$ cat src/rtl/common.sv
// Shared types for the CPU bus logic: bus-cycle commands and the bus-master
// T-state machine, plus small decode helpers used by the bus master.
package common;

    typedef enum logic [2:0] {
        CYC_M1,
        CYC_MEMRD,
        CYC_MEMWR,
        CYC_IORD,
        CYC_IOWR
    } bus_cycle_t;

    typedef enum logic [2:0] {
        TS_IDLE,
        TS_T1,
        TS_T2,
        TS_TW,
        TS_T3,
        TS_T4
    } bus_tstate_t;

    // Unused command encodings fall back to a plain memory read.
    function automatic bus_cycle_t decode_cycle(input logic [2:0] raw);
        case (raw)
            3'd0:    return CYC_M1;
            3'd1:    return CYC_MEMRD;
            3'd2:    return CYC_MEMWR;
            3'd3:    return CYC_IORD;
            3'd4:    return CYC_IOWR;
            default: return CYC_MEMRD;
        endcase
    endfunction

    function automatic logic is_io_cycle(input bus_cycle_t c);
        return (c == CYC_IORD) || (c == CYC_IOWR);
    endfunction

    function automatic logic is_read_cycle(input bus_cycle_t c);
        return (c != CYC_MEMWR) && (c != CYC_IOWR);
    endfunction

endpackage

$ cat src/rtl/cpu_bus_master.sv
// Z80-compatible bus-cycle generator: turns req/ack commands into M1, memory
// and I/O cycles, paced by half-T-state strobes from the CPU clock divider.
module cpu_bus_master
    import common::*;
(
    input  logic        clk28,
    input  logic        rst,
    input  logic        t_rise,
    input  logic        t_fall,
    input  logic        req,
    input  logic [2:0]  cmd,
    input  logic [15:0] addr,
    input  logic [7:0]  wdata,
    input  logic [7:0]  i_reg,
    output logic        ack,
    output logic [7:0]  rdata,
    output logic        busy,
    output logic [15:0] a,
    output logic [7:0]  d_out,
    output logic        d_oe,
    input  logic [7:0]  d_in,
    input  logic        n_wait,
    output logic        n_m1,
    output logic        n_mreq,
    output logic        n_iorq,
    output logic        n_rd,
    output logic        n_wr,
    output logic        n_rfsh
);

    bus_tstate_t state_q, state_d;
    bus_cycle_t  cyc_q, cyc_d;
    logic [15:0] a_q, a_d;
    logic [7:0]  wdata_q, wdata_d;
    logic [7:0]  cap_q, cap_d;
    logic [7:0]  rdata_q, rdata_d;
    logic [6:0]  r_q, r_d;
    logic        wait_low_q, wait_low_d;
    logic [7:0]  d_out_q, d_out_d;
    logic        d_oe_q, d_oe_d;
    logic        ack_q, ack_d;
    logic        busy_q, busy_d;
    logic        n_m1_q, n_m1_d;
    logic        n_mreq_q, n_mreq_d;
    logic        n_iorq_q, n_iorq_d;
    logic        n_rd_q, n_rd_d;
    logic        n_wr_q, n_wr_d;
    logic        n_rfsh_q, n_rfsh_d;

    logic io_cyc;
    logic enter_t3;
    logic start;

    assign io_cyc = is_io_cycle(cyc_q);

    // T3 is entered from T2 (memory, no wait) or from a TW whose WAIT sample was high.
    assign enter_t3 = t_rise && !wait_low_q &&
                      ((state_q == TS_T2 && !io_cyc) || (state_q == TS_TW));

    always_comb begin
        state_d    = state_q;
        cyc_d      = cyc_q;
        a_d        = a_q;
        wdata_d    = wdata_q;
        cap_d      = cap_q;
        rdata_d    = rdata_q;
        r_d        = r_q;
        wait_low_d = wait_low_q;
        d_out_d    = d_out_q;
        d_oe_d     = d_oe_q;
        ack_d      = 1'b0;
        n_m1_d     = n_m1_q;
        n_mreq_d   = n_mreq_q;
        n_iorq_d   = n_iorq_q;
        n_rd_d     = n_rd_q;
        n_wr_d     = n_wr_q;
        n_rfsh_d   = n_rfsh_q;
        start      = 1'b0;

        case (state_q)
            TS_T1: begin
                if (t_fall) begin
                    if (cyc_q == CYC_M1 || cyc_q == CYC_MEMRD) begin
                        n_mreq_d = 1'b0;
                        n_rd_d   = 1'b0;
                    end else if (cyc_q == CYC_MEMWR) begin
                        n_mreq_d = 1'b0;
                        d_oe_d   = 1'b1;
                        d_out_d  = wdata_q;
                    end else if (cyc_q == CYC_IOWR) begin
                        d_oe_d   = 1'b1;
                        d_out_d  = wdata_q;
                    end
                end
                if (t_rise) begin
                    state_d = TS_T2;
                    if (io_cyc) begin
                        n_iorq_d = 1'b0;
                        if (cyc_q == CYC_IORD) begin
                            n_rd_d = 1'b0;
                        end else begin
                            n_wr_d = 1'b0;
                        end
                    end
                end
            end
            TS_T2: begin
                if (t_fall && !io_cyc) begin
                    wait_low_d = !n_wait;
                    if (cyc_q == CYC_MEMWR) begin
                        n_wr_d = 1'b0;
                    end
                end
                if (t_rise && (io_cyc || wait_low_q)) begin
                    state_d = TS_TW;
                end
            end
            TS_TW: begin
                if (t_fall) begin
                    wait_low_d = !n_wait;
                end
            end
            TS_T3: begin
                if (t_fall) begin
                    if (cyc_q == CYC_M1) begin
                        n_mreq_d = 1'b0;
                    end else begin
                        if (cyc_q == CYC_IORD) begin
                            cap_d = d_in;
                        end
                        n_mreq_d = 1'b1;
                        n_iorq_d = 1'b1;
                        n_rd_d   = 1'b1;
                        n_wr_d   = 1'b1;
                    end
                end
                if (t_rise) begin
                    if (cyc_q == CYC_M1) begin
                        state_d = TS_T4;
                    end else begin
                        state_d = TS_IDLE;
                        ack_d   = 1'b1;
                        d_oe_d  = 1'b0;
                        if (is_read_cycle(cyc_q)) begin
                            rdata_d = cap_q;
                        end
                    end
                end
            end
            TS_T4: begin
                if (t_fall) begin
                    n_mreq_d = 1'b1;
                end
                if (t_rise) begin
                    state_d  = TS_IDLE;
                    ack_d    = 1'b1;
                    d_oe_d   = 1'b0;
                    n_rfsh_d = 1'b1;
                    rdata_d  = cap_q;
                    r_d      = r_q + 7'd1;
                end
            end
            default: begin
            end
        endcase

        // M1 drops its fetch strobes and switches the address to refresh at T3 rise.
        if (enter_t3) begin
            state_d = TS_T3;
            if (cyc_q == CYC_M1 || cyc_q == CYC_MEMRD) begin
                cap_d = d_in;
            end
            if (cyc_q == CYC_M1) begin
                n_m1_d   = 1'b1;
                n_mreq_d = 1'b1;
                n_rd_d   = 1'b1;
                n_rfsh_d = 1'b0;
                a_d      = {i_reg, 1'b0, r_q};
            end
        end

        // A new command is accepted when idle or on the closing edge of the previous cycle.
        if (t_rise && req && (state_q == TS_IDLE || ack_d)) begin
            start   = 1'b1;
            state_d = TS_T1;
            cyc_d   = decode_cycle(cmd);
            a_d     = addr;
            wdata_d = wdata;
            n_m1_d  = (decode_cycle(cmd) == CYC_M1) ? 1'b0 : 1'b1;
        end

        busy_d = (state_d != TS_IDLE) || ack_d || start;
    end

    always_ff @(posedge clk28) begin
        if (rst) begin
            state_q    <= TS_IDLE;
            cyc_q      <= CYC_MEMRD;
            a_q        <= 16'h0000;
            wdata_q    <= 8'h00;
            cap_q      <= 8'h00;
            rdata_q    <= 8'h00;
            r_q        <= 7'd0;
            wait_low_q <= 1'b0;
            d_out_q    <= 8'h00;
            d_oe_q     <= 1'b0;
            ack_q      <= 1'b0;
            busy_q     <= 1'b0;
            n_m1_q     <= 1'b1;
            n_mreq_q   <= 1'b1;
            n_iorq_q   <= 1'b1;
            n_rd_q     <= 1'b1;
            n_wr_q     <= 1'b1;
            n_rfsh_q   <= 1'b1;
        end else begin
            state_q    <= state_d;
            cyc_q      <= cyc_d;
            a_q        <= a_d;
            wdata_q    <= wdata_d;
            cap_q      <= cap_d;
            rdata_q    <= rdata_d;
            r_q        <= r_d;
            wait_low_q <= wait_low_d;
            d_out_q    <= d_out_d;
            d_oe_q     <= d_oe_d;
            ack_q      <= ack_d;
            busy_q     <= busy_d;
            n_m1_q     <= n_m1_d;
            n_mreq_q   <= n_mreq_d;
            n_iorq_q   <= n_iorq_d;
            n_rd_q     <= n_rd_d;
            n_wr_q     <= n_wr_d;
            n_rfsh_q   <= n_rfsh_d;
        end
    end

    assign ack    = ack_q;
    assign rdata  = rdata_q;
    assign busy   = busy_q;
    assign a      = a_q;
    assign d_out  = d_out_q;
    assign d_oe   = d_oe_q;
    assign n_m1   = n_m1_q;
    assign n_mreq = n_mreq_q;
    assign n_iorq = n_iorq_q;
    assign n_rd   = n_rd_q;
    assign n_wr   = n_wr_q;
    assign n_rfsh = n_rfsh_q;

endmodule

$ cat config.mk
export PLATFORM = sky130hd
export DESIGN_NAME = cpu_bus_master
export DESIGN_NICKNAME = d
export VERILOG_FILES = /design/src/rtl/common.sv /design/src/rtl/cpu_bus_master.sv
export SDC_FILE = /design/constraint.sdc
export NUM_CORES = 1
export LEC_CHECK = 0
export ABC_AREA = 1
export CORE_ASPECT_RATIO = 1.1
export CORE_MARGIN = 1.5
export CORE_UTILIZATION = 48
export DETAILED_ROUTE_END_ITERATION = 8
export GPL_TIMING_DRIVEN = 0
export PLACE_DENSITY_LB_ADDON = 0.15
export RECOVER_POWER = 25
export SLEW_MARGIN = 20
export SYNTH_ARGS = -nofsm -noshare
export SYNTH_HDL_FRONTEND = slang
export SYNTH_SLANG_ARGS = --single-unit
$ cat constraint.sdc
create_clock -name clk28 -period 1.75 [get_ports clk28]
set_input_delay 0.35 -clock clk28 [delete_from_list [all_inputs] [get_ports clk28]]
set_output_delay 0.35 -clock clk28 [all_outputs]
set_load 0.01 [all_outputs]
==> flow_summary.json, run 1 <==
{
  "clk_latency_ns": 0.34,
  "grt_pass1_wl_um": 13300,
  "r2r-end": "rdata[2]$_SDFFE_PP0P_",
  "finalCritPeriodShare_pct": 94.6,
  "ctsHtreeMaxLevel": 3,
  "routed_wl_um": 8130,
  "syn-num-nets": 509,
  "nFillCells": 598,
  "yosysUniqueCellTypes": 34,
  "synth_warnings": 0,
  "p_leak_uw": 0.00203,
  "finalSetupViolCount": 0,
  "startpoint_type": "register",
  "n_antenna_cell": 0,
  "fin_skew_ns": 0.00785,
  "avgRoutedWirePerCell_um": 12.5,
  "cts_tree": "yes",
  "utilization_pct": 68.3,
  "core_area_um2": 6590,
  "clock_path_buffers": 2,
  "vias": 3268,
  "ys_seq_area_share_pct": 43.6,
  "crit_required_ns": 1.99,
  "power_density_nw_per_um2": 1150,
  "rsz0062_at_grt": "no",
  "cp-endpoint": "rdata[2]$_SDFFE_PP0P_",
  "syn_area_per_cell_um2": 7.10,
  "rr_worst_depth": 7,
  "peakVddDrop_mv": 0.649,
  "ys_ff_latch": 71,
  "min_period_ns": 1.66,
  "drc_errors": 0,
  "post-place-cells": 630,
  "syn_to_final_growth_pct": 38.1,
  "crit_start": "state_q[0]$_SDFF_PP0_",
  "gr-usage-all-layers_pct": 23.9,
  "worstSetupEndpointType": "register",
  "grt_pass1_vias": 3031,
  "holdWs_ns": 0.457,
  "fin_area_um2": 4500,
  "dpl_cell_area_um2": 4250,
  "arrival_ns": 1.89,
  "cts-hold-fix-buffers": 0,
  "path_clk_slew_ns": 0.08,
  "crit_type": "reg2reg",
  "synth_area_leaders": "dfxtp_1 (44%), nand2_1 (14%), nor2_1 (9.0%)",
  "die_x_um": 81.6,
  "drtIter0Drc": 126,
  "globalplace.congestion": 0.915,
  "drive_gt1_share_pct": 10.6,
  "final_nets": 612,
  "antenna_found_initial": 0,
  "numCtsBuffers": 9,
  "hpwlAfterDp_um": 6080,
  "ios": 90,
  "port_buffers": 89,
  "r2r_slack_ns": 0.09,
  "status": "complete, no violations",
  "path_max_fanout": 8,
  "hold_path_class": "reg2reg",
  "maxCapViolCount": 0,
  "grt_max_degree": 14,
  "finalSetupTns_ns": 0,
  "tightestPinTransition_ns": 0.532,
  "synth_top_area_share_pct": 43.6,
  "syn_area_um2": 3260,
  "dr.pass1.iters": 5,
  "start_util_pct": 49.4,
  "stdcell_count": 649,
  "dieArea_um2": 7290,
  "die_y_um": 89.4,
  "cts.sinks": 71,
  "viasPerCell": 5.04,
  "max_freq_mhz": 604,
  "slew_violations": 0,
  "ant_nets": 0,
  "row_count": 31,
  "hold_violations": 0,
  "final_common_cell": "nand2_1",
  "layout_common_cells": "nand2_1 (121), nor2_1 (77), clkdlybuf4s50_1 (76), dfxtp_1 (68), o21ai_0 (35)",
  "cts_root_buf": "clkbuf_8",
  "netlist_instances": 459,
  "reg2reg_from": "state_q[0]$_SDFF_PP0_",
  "yosys.area.top_type": "dfxtp_1",
  "overflow": 0,
  "relSlewSlack_pct": 64.6
}
-- worst min-delay path by stage --
| stage | start | to | slack [ns] | cells past startpoint |
|---|---|---|---|---|
| final | wdata_q[7]$_SDFFE_PP0N_ | d_out[7]$_SDFFE_PP0P_ | 0.46 | 2 |
| after global routing | n_iorq$_SDFFE_PP1P_ | n_iorq$_SDFFE_PP1P_ | 0.48 | 2 |
| after CTS | wdata_q[6]$_SDFFE_PP0N_ | wdata_q[6]$_SDFFE_PP0N_ | 0.46 | 2 |
| after detailed placement | wdata_q[6]$_SDFFE_PP0N_ | d_out[6]$_SDFFE_PP0P_ | 0.44 | 2 |
| after global placement | n_iorq$_SDFFE_PP1P_ | n_iorq$_SDFFE_PP1P_ | 0.43 | 2 |
| after floorplan | wdata_q[0]$_SDFFE_PP0N_ | d_out[0]$_SDFFE_PP0P_ | 0.43 | 2 |
-- worst max-delay path: stages, from the launching register on --
cell and delay (ns):
dfxtp_1 0.45, inv_2 0.12, nand3_2 0.14, nand3_1 0.21, a21oi_4 0.27, inv_1 0.18, nor2_1 0.12, nor2_1 0.05
-- sequential cells by signal, summed over array words and instances, names as in the netlist, 3 cells and up --
register,count
a,16
cap_q,8
cyc_q,3
rdata,8
state_q,3
wdata_q,8
r_q,7
d_out,8
-- logic make-up (layout without fill, tap and decap cells) --
| kind of cell | count (synthesis) | after routing | synth area share, % |
|---|---|---|---|
| and+or+nand+nor | 255 | 255 | 35.1 |
| AOI/OAI and AO/OA | 77 | 77 | 12.8 |
| DFF | 71 | 71 | 43.6 |
| buffers and inverters | 53 | 161 | 7.56 |
| xor gates and xnor gates | 2 | 2 | 0.538 |
| adders and majority gates | 1 | 1 | 0.384 |
-- synth_stat cells --
| cell type | n |
|---|---|
| buf_4 | 1 |
| a21oi_1 | 30 |
| nand4_4 | 1 |
| nor2_4 | 3 |
| nor2_1 | 78 |
| clkbuf_1 | 4 |
| nor2_2 | 6 |
| nor3_2 | 1 |
| buf_6 | 4 |
| nand3_2 | 2 |
| nand2_2 | 3 |
| dfxtp_1 | 71 |
| buf_2 | 7 |
| nor3_1 | 2 |
| o22ai_1 | 1 |
| o211ai_1 | 1 |
| nand4_1 | 4 |
| and3_1 | 1 |
| inv_2 | 3 |
| inv_4 | 2 |
| a21oi_2 | 1 |
| clkinv_1 | 1 |
| o21bai_1 | 7 |
| nand2_1 | 121 |
| xnor2_1 | 1 |
| inv_1 | 31 |
| o21ai_0 | 35 |
| xor2_1 | 1 |
| nand3_1 | 16 |
| nand3b_1 | 15 |
| a211oi_1 | 1 |
| o21ai_2 | 1 |
| nand2_4 | 2 |
| ha_1 | 1 |
-- routing by layer --
metal  wire length, um  part of all wire (%)  global-route usage, %
met2              4100                    50                   41.4
met3               335                   4.1                   4.39
met4               244                   3.0                   12.3
met1              3450                    42                   28.2
met5                 0                     0                      0
-- final cells by class --
| type | instances | area, um2 | share of cell area, % |
|---|---|---|---|
| Buffer | 16 | 104 | 2.31 |
| Clock buffer | 9 | 124 | 2.75 |
| Clock inverter | 7 | 72.6 | 1.61 |
| Inverter | 37 | 144 | 3.20 |
| Multi-Input combinational cell | 335 | 1620 | 35.9 |
| Sequential cell | 71 | 1430 | 31.7 |
| Tap cell | 82 | 103 | 2.28 |
| Timing Repair Buffer | 92 | 913 | 20.3 |
-- where the power goes --
group | switching (uW) | internal, uW | total [uW]
clock | 648 | 660 | 1310
sequential | 166 | 1900 | 2070
combinational | 982 | 840 | 1820
-- what timing repair did --
action,4_1_cts,5_1_grt
buffers inserted,0,3
endpoints found under the setup margin,18,29
resized for setup,3,8
pin swaps,1,1
-- through the flow --
step / power [uW] / setup slack, ns
final: 5200 / 0.0948
after global routing: 5560 / 0.000213
after CTS: 5230 / 0.0144
after detailed placement: 3920 / -0.456
after global placement: 3880 / -0.445
after floorplan: 3220 / 0.330
Power figures use the tool's default switching activity.
==> run 2: changes to the inputs <==
--- a/config.mk
+++ b/config.mk
@@ -8,10 +8,11 @@
 export ABC_AREA = 1
 export CORE_ASPECT_RATIO = 1.1
 export CORE_MARGIN = 1.5
-export CORE_UTILIZATION = 48
+export CORE_UTILIZATION = 50
+export CTS_BUF_LIST = sky130_fd_sc_hd__clkbuf_2
 export DETAILED_ROUTE_END_ITERATION = 8
 export GPL_TIMING_DRIVEN = 0
-export PLACE_DENSITY_LB_ADDON = 0.15
+export PLACE_DENSITY_LB_ADDON = 0.2
 export RECOVER_POWER = 25
 export SLEW_MARGIN = 20
 export SYNTH_ARGS = -nofsm -noshare
==> run 2 against run 1 <==
Against the previous run: routed wire length rose by 2.9%; worst setup slack improved by 0.023 ns; via count rose by 1.4%; combinational power barely moved; first-iteration DRC count fell by 7.1%; clock skew rose by 0.015 ns; largest cell class unchanged; highest routed layer unchanged.
==> flow_summary.json, run 2 (same netlist as run 1, synthesis figures left out) <==
{
  "status": "complete, no violations",
  "crit_type": "reg2reg",
  "path_max_fanout": 10,
  "routed_wl_um": 8370,
  "met1_usage_pct": 29.8,
  "dpl_cell_area_um2": 4250,
  "grt_max_degree": 14,
  "syn_to_final_growth_pct": 36.3,
  "row_count": 30,
  "final_nets": 613,
  "hold_violations": 0,
  "finalSetupViolCount": 0,
  "cts_root_buf": "clkbuf_2",
  "peakVddDrop_mv": 0.563,
  "maxCapViolCount": 0,
  "layout_common_cells": "nand2_1 (121), nor2_1 (77), clkdlybuf4s50_1 (47), dlygate4sd2_1 (41), dfxtp_1 (39)",
  "use_met3_pct": 3.13,
  "ios": 90,
  "busiest_layer": "met2",
  "drive_gt1_share_pct": 16.0,
  "start_util_pct": 52.3,
  "overflow": 0,
  "grt.met2_usage_pct": 44.8,
  "reg2reg_from": "cyc_q[0]$_SDFFE_PP1N_",
  "power_density_nw_per_um2": 1120,
  "slowest_delay_ns": 0.40,
  "worstSetupEndpointType": "register",
  "nFillCells": 575,
  "grt_pass1_vias": 3121,
  "max_freq_mhz": 613,
  "globalplace.congestion": 0.980,
  "viasPerCell": 5.11,
  "numCtsBuffers": 9,
  "antenna_found_initial": 0,
  "clock_path_buffers": 2,
  "arrival_ns": 2.07,
  "finalCritPeriodShare_pct": 93.3,
  "cp_common_cell": "nand2_1",
  "n_antenna_cell": 0,
  "die_x_um": 80.0,
  "die_y_um": 87.7,
  "avgRoutedWirePerCell_um": 12.9,
  "min_period_ns": 1.63,
  "dieArea_um2": 7010,
  "finalSetupTns_ns": 0,
  "grt_pass1_wl_um": 13800,
  "drc_errors": 0,
  "final_common_cell": "nand2_1",
  "cpMaxStageDelayCell": "dfxtp_2",
  "r2r-end": "a[3]$_SDFFE_PP0P_",
  "hold_path_end": "a[7]$_SDFFE_PP0P_",
  "startpoint_type": "register",
  "cts_tree": "yes",
  "dr.pass1.iters": 7,
  "r2r_slack_ns": 0.12,
  "path_clk_slew_ns": 0.22,
  "tightestPinTransition_ns": 0.569,
  "min_path_cells": 3,
  "hold_start": "addr[7]",
  "ant_nets": 0,
  "p_leak_uw": 0.00214,
  "cts.sinks": 71,
  "largest_reg_flops": 16,
  "crit_required_ns": 2.18,
  "gr-usage-all-layers_pct": 25.2,
  "hold_path_class": "in2reg",
  "fin_area_um2": 4440,
  "clk_latency_ns": 0.51,
  "vias": 3314,
  "relSlewSlack_pct": 62.0,
  "rr_worst_depth": 11,
  "cts-hold-fix-buffers": 0,
  "core_area_um2": 6230,
  "port_buffers": 89,
  "ctsHtreeMaxLevel": 3,
  "slew_violations": 0,
  "fin_skew_ns": 0.0228,
  "crit_chain": "nor2_2, nand3_2, nand2_1, nand2_2, nand2_4, inv_4, buf_6, nand2_1, nand2_1, nor2_2, nor2_1",
  "drtIter0Drc": 117,
  "hpwlAfterDp_um": 6140
}
run 2: area by class of cell:
cell class | count | area, um2 | area share [%]
clock inverters | 6 | 93.8 | 2.11
clock buffers | 10 | 50.0 | 1.13
plain buffers | 16 | 113 | 2.53
multi-input cells | 335 | 1610 | 36.3
well taps | 80 | 100 | 2.25
flip-flops and latches | 71 | 1460 | 32.9
inverters | 37 | 144 | 3.24
repair buffers | 93 | 870 | 19.6
run 2: worst max-delay path by stage:
stage,slack (ns),endpoint,from,cells after the start
after detailed placement,-0.51,a[9]$_SDFFE_PP0P_,t_rise,9
final,0.12,a[3]$_SDFFE_PP0P_,cyc_q[0]$_SDFFE_PP1N_,11
after global placement,-0.44,a[0]$_SDFFE_PP0P_,t_rise,9
after global routing,-0.004,d_out[7]$_SDFFE_PP0P_,cyc_q[0]$_SDFFE_PP1N_,8
after CTS,0.02,a[9]$_SDFFE_PP0P_,cyc_q[1]$_SDFFE_PP0N_,10
after floorplan,0.33,a[0]$_SDFFE_PP0P_,cyc_q[1]$_SDFFE_PP0N_,10
run 2: report_power, final:
| group | leakage, uW | total (uW) | internal [uW] | switching (uW) |
|---|---|---|---|---|
| combinational | 0.00147 | 1790 | 773 | 1020 |
| clock | 0.0000827 | 1120 | 489 | 631 |
| sequential | 0.000589 | 2080 | 1930 | 158 |
| total | 0.00214 | 5000 | 3190 | 1810 |
run 2: critical path, delay by kind of cell, from the launching register on:
family,cells,cell delay (ns)
and+or+nand+nor,9,0.91
DFF,1,0.40
buffers and inverters,2,0.24
run 2: per-stage QoR:
| step | hold slack, ns | instances | utilization (%) | power (uW) | setup slack, ns |
|---|---|---|---|---|---|
| after global routing | 0.372 | 648 | 71.3 | 5320 | -0.00420 |
| after floorplan | 0.430 | 459 | - | 3220 | 0.330 |
| final | 0.371 | 648 | 71.3 | 5000 | 0.118 |
| after global placement | 0.430 | 628 | 68.2 | 3870 | -0.439 |
| after detailed placement | 0.443 | 628 | 68.2 | 3930 | -0.514 |
| after CTS | 0.346 | 647 | 70.8 | 4980 | 0.0197 |
run 2: timing repair:
item,CTS,global route
gates resized for setup,71,11
setup endpoints to repair,49,34
pin swaps,0,0
buffers inserted,3,1
run 2: metal layers:
metal  routed length, um  vias to the layer above
met1                3470                     1508
met5                   0                        -
met4                 196                        0
li1                    -                     1673
met3                 429                       17
met2                4270                      116
==> run 3: changes to the inputs <==
--- a/config.mk
+++ b/config.mk
@@ -6,7 +6,7 @@
 export NUM_CORES = 1
 export LEC_CHECK = 0
 export ABC_AREA = 1
-export CORE_ASPECT_RATIO = 1.1
+export CORE_ASPECT_RATIO = 1.5
 export CORE_MARGIN = 1.5
 export CORE_UTILIZATION = 50
 export CTS_BUF_LIST = sky130_fd_sc_hd__clkbuf_2
==> run 3 against run 2 <==
Against the previous run: flip-flop and latch count stayed put; die area is 0.13% higher; total power is 3.0% higher; global-route usage is 1.1 points higher; register-to-register slack hardly changed; combinational power hardly changed; clock power is 13% higher; via count is 1.1% higher; critical endpoint is now cap_q[3]$_SDFF_PP0_; critical path type unchanged; sequential share of layout area is 0.29 points lower.
==> flow_summary.json, run 3 (same netlist as run 1, synthesis figures left out) <==
{
  "status": "complete, no violations",
  "reg2reg_from": "state_q[2]$_SDFF_PP0_",
  "clock_path_buffers": 2,
  "tightestPinTransition_ns": 0.634,
  "holdWs_ns": 0.363,
  "ant_nets": 0,
  "ios": 90,
  "clk_latency_ns": 0.53,
  "finalCritPeriodShare_pct": 92.7,
  "globalplace.congestion": 0.905,
  "drive_gt1_share_pct": 14.6,
  "viasPerCell": 5.22,
  "startpoint_type": "register",
  "power_density_nw_per_um2": 1150,
  "path_clk_slew_ns": 0.22,
  "r2r-end": "cap_q[3]$_SDFF_PP0_",
  "syn_to_final_growth_pct": 36.9,
  "cts_tree": "yes",
  "routed_wl_um": 8770,
  "hold_start": "addr[7]",
  "hold_path_end": "a[7]$_SDFFE_PP0P_",
  "ctsHtreeMaxLevel": 3,
  "maxCapViolCount": 0,
  "hold_path_class": "in2reg",
  "dieArea_um2": 7020,
  "n_antenna_cell": 0,
  "layout_common_cells": "nand2_1 (121), nor2_1 (77), clkdlybuf4s50_1 (47), dfxtp_1 (46), dlygate4sd2_1 (41)",
  "hold_violations": 0,
  "die_y_um": 102,
  "numCtsBuffers": 9,
  "rr_worst_depth": 9,
  "crit_type": "reg2reg",
  "final_nets": 613,
  "overflow": 0,
  "path_max_fanout": 6,
  "crit_required_ns": 2.18,
  "nFillCells": 544,
  "finalSetupViolCount": 0,
  "rsz0062_at_grt": "no",
  "relSlewSlack_pct": 57.7,
  "worstSetupEndpointType": "register",
  "fin_skew_ns": 0.0346,
  "slew_violations": 0,
  "cts.sinks": 71,
  "core_area_um2": 6220,
  "drtIter0Drc": 180,
  "cts_root_buf": "clkbuf_2",
  "vias": 3349,
  "finalSetupTns_ns": 0,
  "peakVddDrop_mv": 0.671,
  "grt_pass1_vias": 3232,
  "antenna_found_initial": 0,
  "largest_reg_flops": 16,
  "grt_pass1_wl_um": 14000,
  "arrival_ns": 2.06,
  "max_freq_mhz": 616,
  "min_period_ns": 1.62,
  "row_count": 35,
  "die_x_um": 68.9,
  "r2r_slack_ns": 0.13,
  "p_leak_uw": 0.00215,
  "avgRoutedWirePerCell_um": 13.7,
  "drc_errors": 0,
  "port_buffers": 89,
  "min_path_cells": 3,
  "gr-usage-all-layers_pct": 26.3,
  "start_util_pct": 52.4,
  "hpwlAfterDp_um": 6350,
  "dr.pass1.iters": 5,
  "final_common_cell": "nand2_1",
  "grt_max_degree": 14
}
## run 3: final cells by class
cell class / count / area, um2 / area share, %
Tap cell: 74 / 92.6 / 2.07
Inverter: 37 / 144 / 3.22
Buffer: 16 / 110 / 2.47
Multi-Input combinational cell: 335 / 1630 / 36.4
Sequential cell: 71 / 1460 / 32.6
Timing Repair Buffer: 93 / 870 / 19.5
Clock buffer: 10 / 50.0 / 1.12
Clock inverter: 6 / 116 / 2.61
## run 3: worst max-delay path by stage
stage / start / end / slack, ns
final: state_q[2]$_SDFF_PP0_ / cap_q[3]$_SDFF_PP0_ / 0.13
after global routing: state_q[2]$_SDFF_PP0_ / cap_q[3]$_SDFF_PP0_ / 0.01
after CTS: cyc_q[1]$_SDFFE_PP0N_ / a[0]$_SDFFE_PP0P_ / 0.02
after detailed placement: t_rise / a[0]$_SDFFE_PP0P_ / -0.48
after global placement: t_rise / a[0]$_SDFFE_PP0P_ / -0.45
after floorplan: cyc_q[1]$_SDFFE_PP0N_ / a[0]$_SDFFE_PP0P_ / 0.33
## run 3: critical path: stages (launching register included)
cell     delay (ns)
dfxtp_4        0.42
inv_2          0.05
nor2_4         0.12
nand2_1        0.15
nor3_4         0.23
nand2_1        0.08
nand2_1        0.13
inv_1          0.14
nor2_1         0.14
nor2_1         0.06
## run 3: per-layer routing
metal	wire (um)	up-vias	track usage, %
met5	0	-	0
met4	335	0	14.9
met3	436	33	5.29
met2	4660	122	46.1
met1	3340	1514	28.7
li1	-	1680	-
## run 3: where the power goes
group,switching (uW),total [uW],internal (uW)
registers,160,2080,1920
logic,1040,1800,763
clock network,632,1260,632
total,1830,5140,3310
## run 3: stage by stage
stage               utilization, %  power (uW)  worst slack, ns  cells  instance area, um2
floorplan                        -        3220            0.330    459                3260
global placement              68.2        3890           -0.451    622                4240
global route                  71.8        5470           0.0143    642                4460
CTS                           70.9        5090           0.0164    640                4410
finish                        71.8        5140            0.127    642                4460
detailed placement            68.2        3940           -0.478    622                4240
## run 3: what timing repair did
item	in CTS	in global routing
gates resized for setup	67	14
buffers inserted	2	2
hold buffers	0	0
endpoints found under the setup margin	51	39
pin swaps	0	0
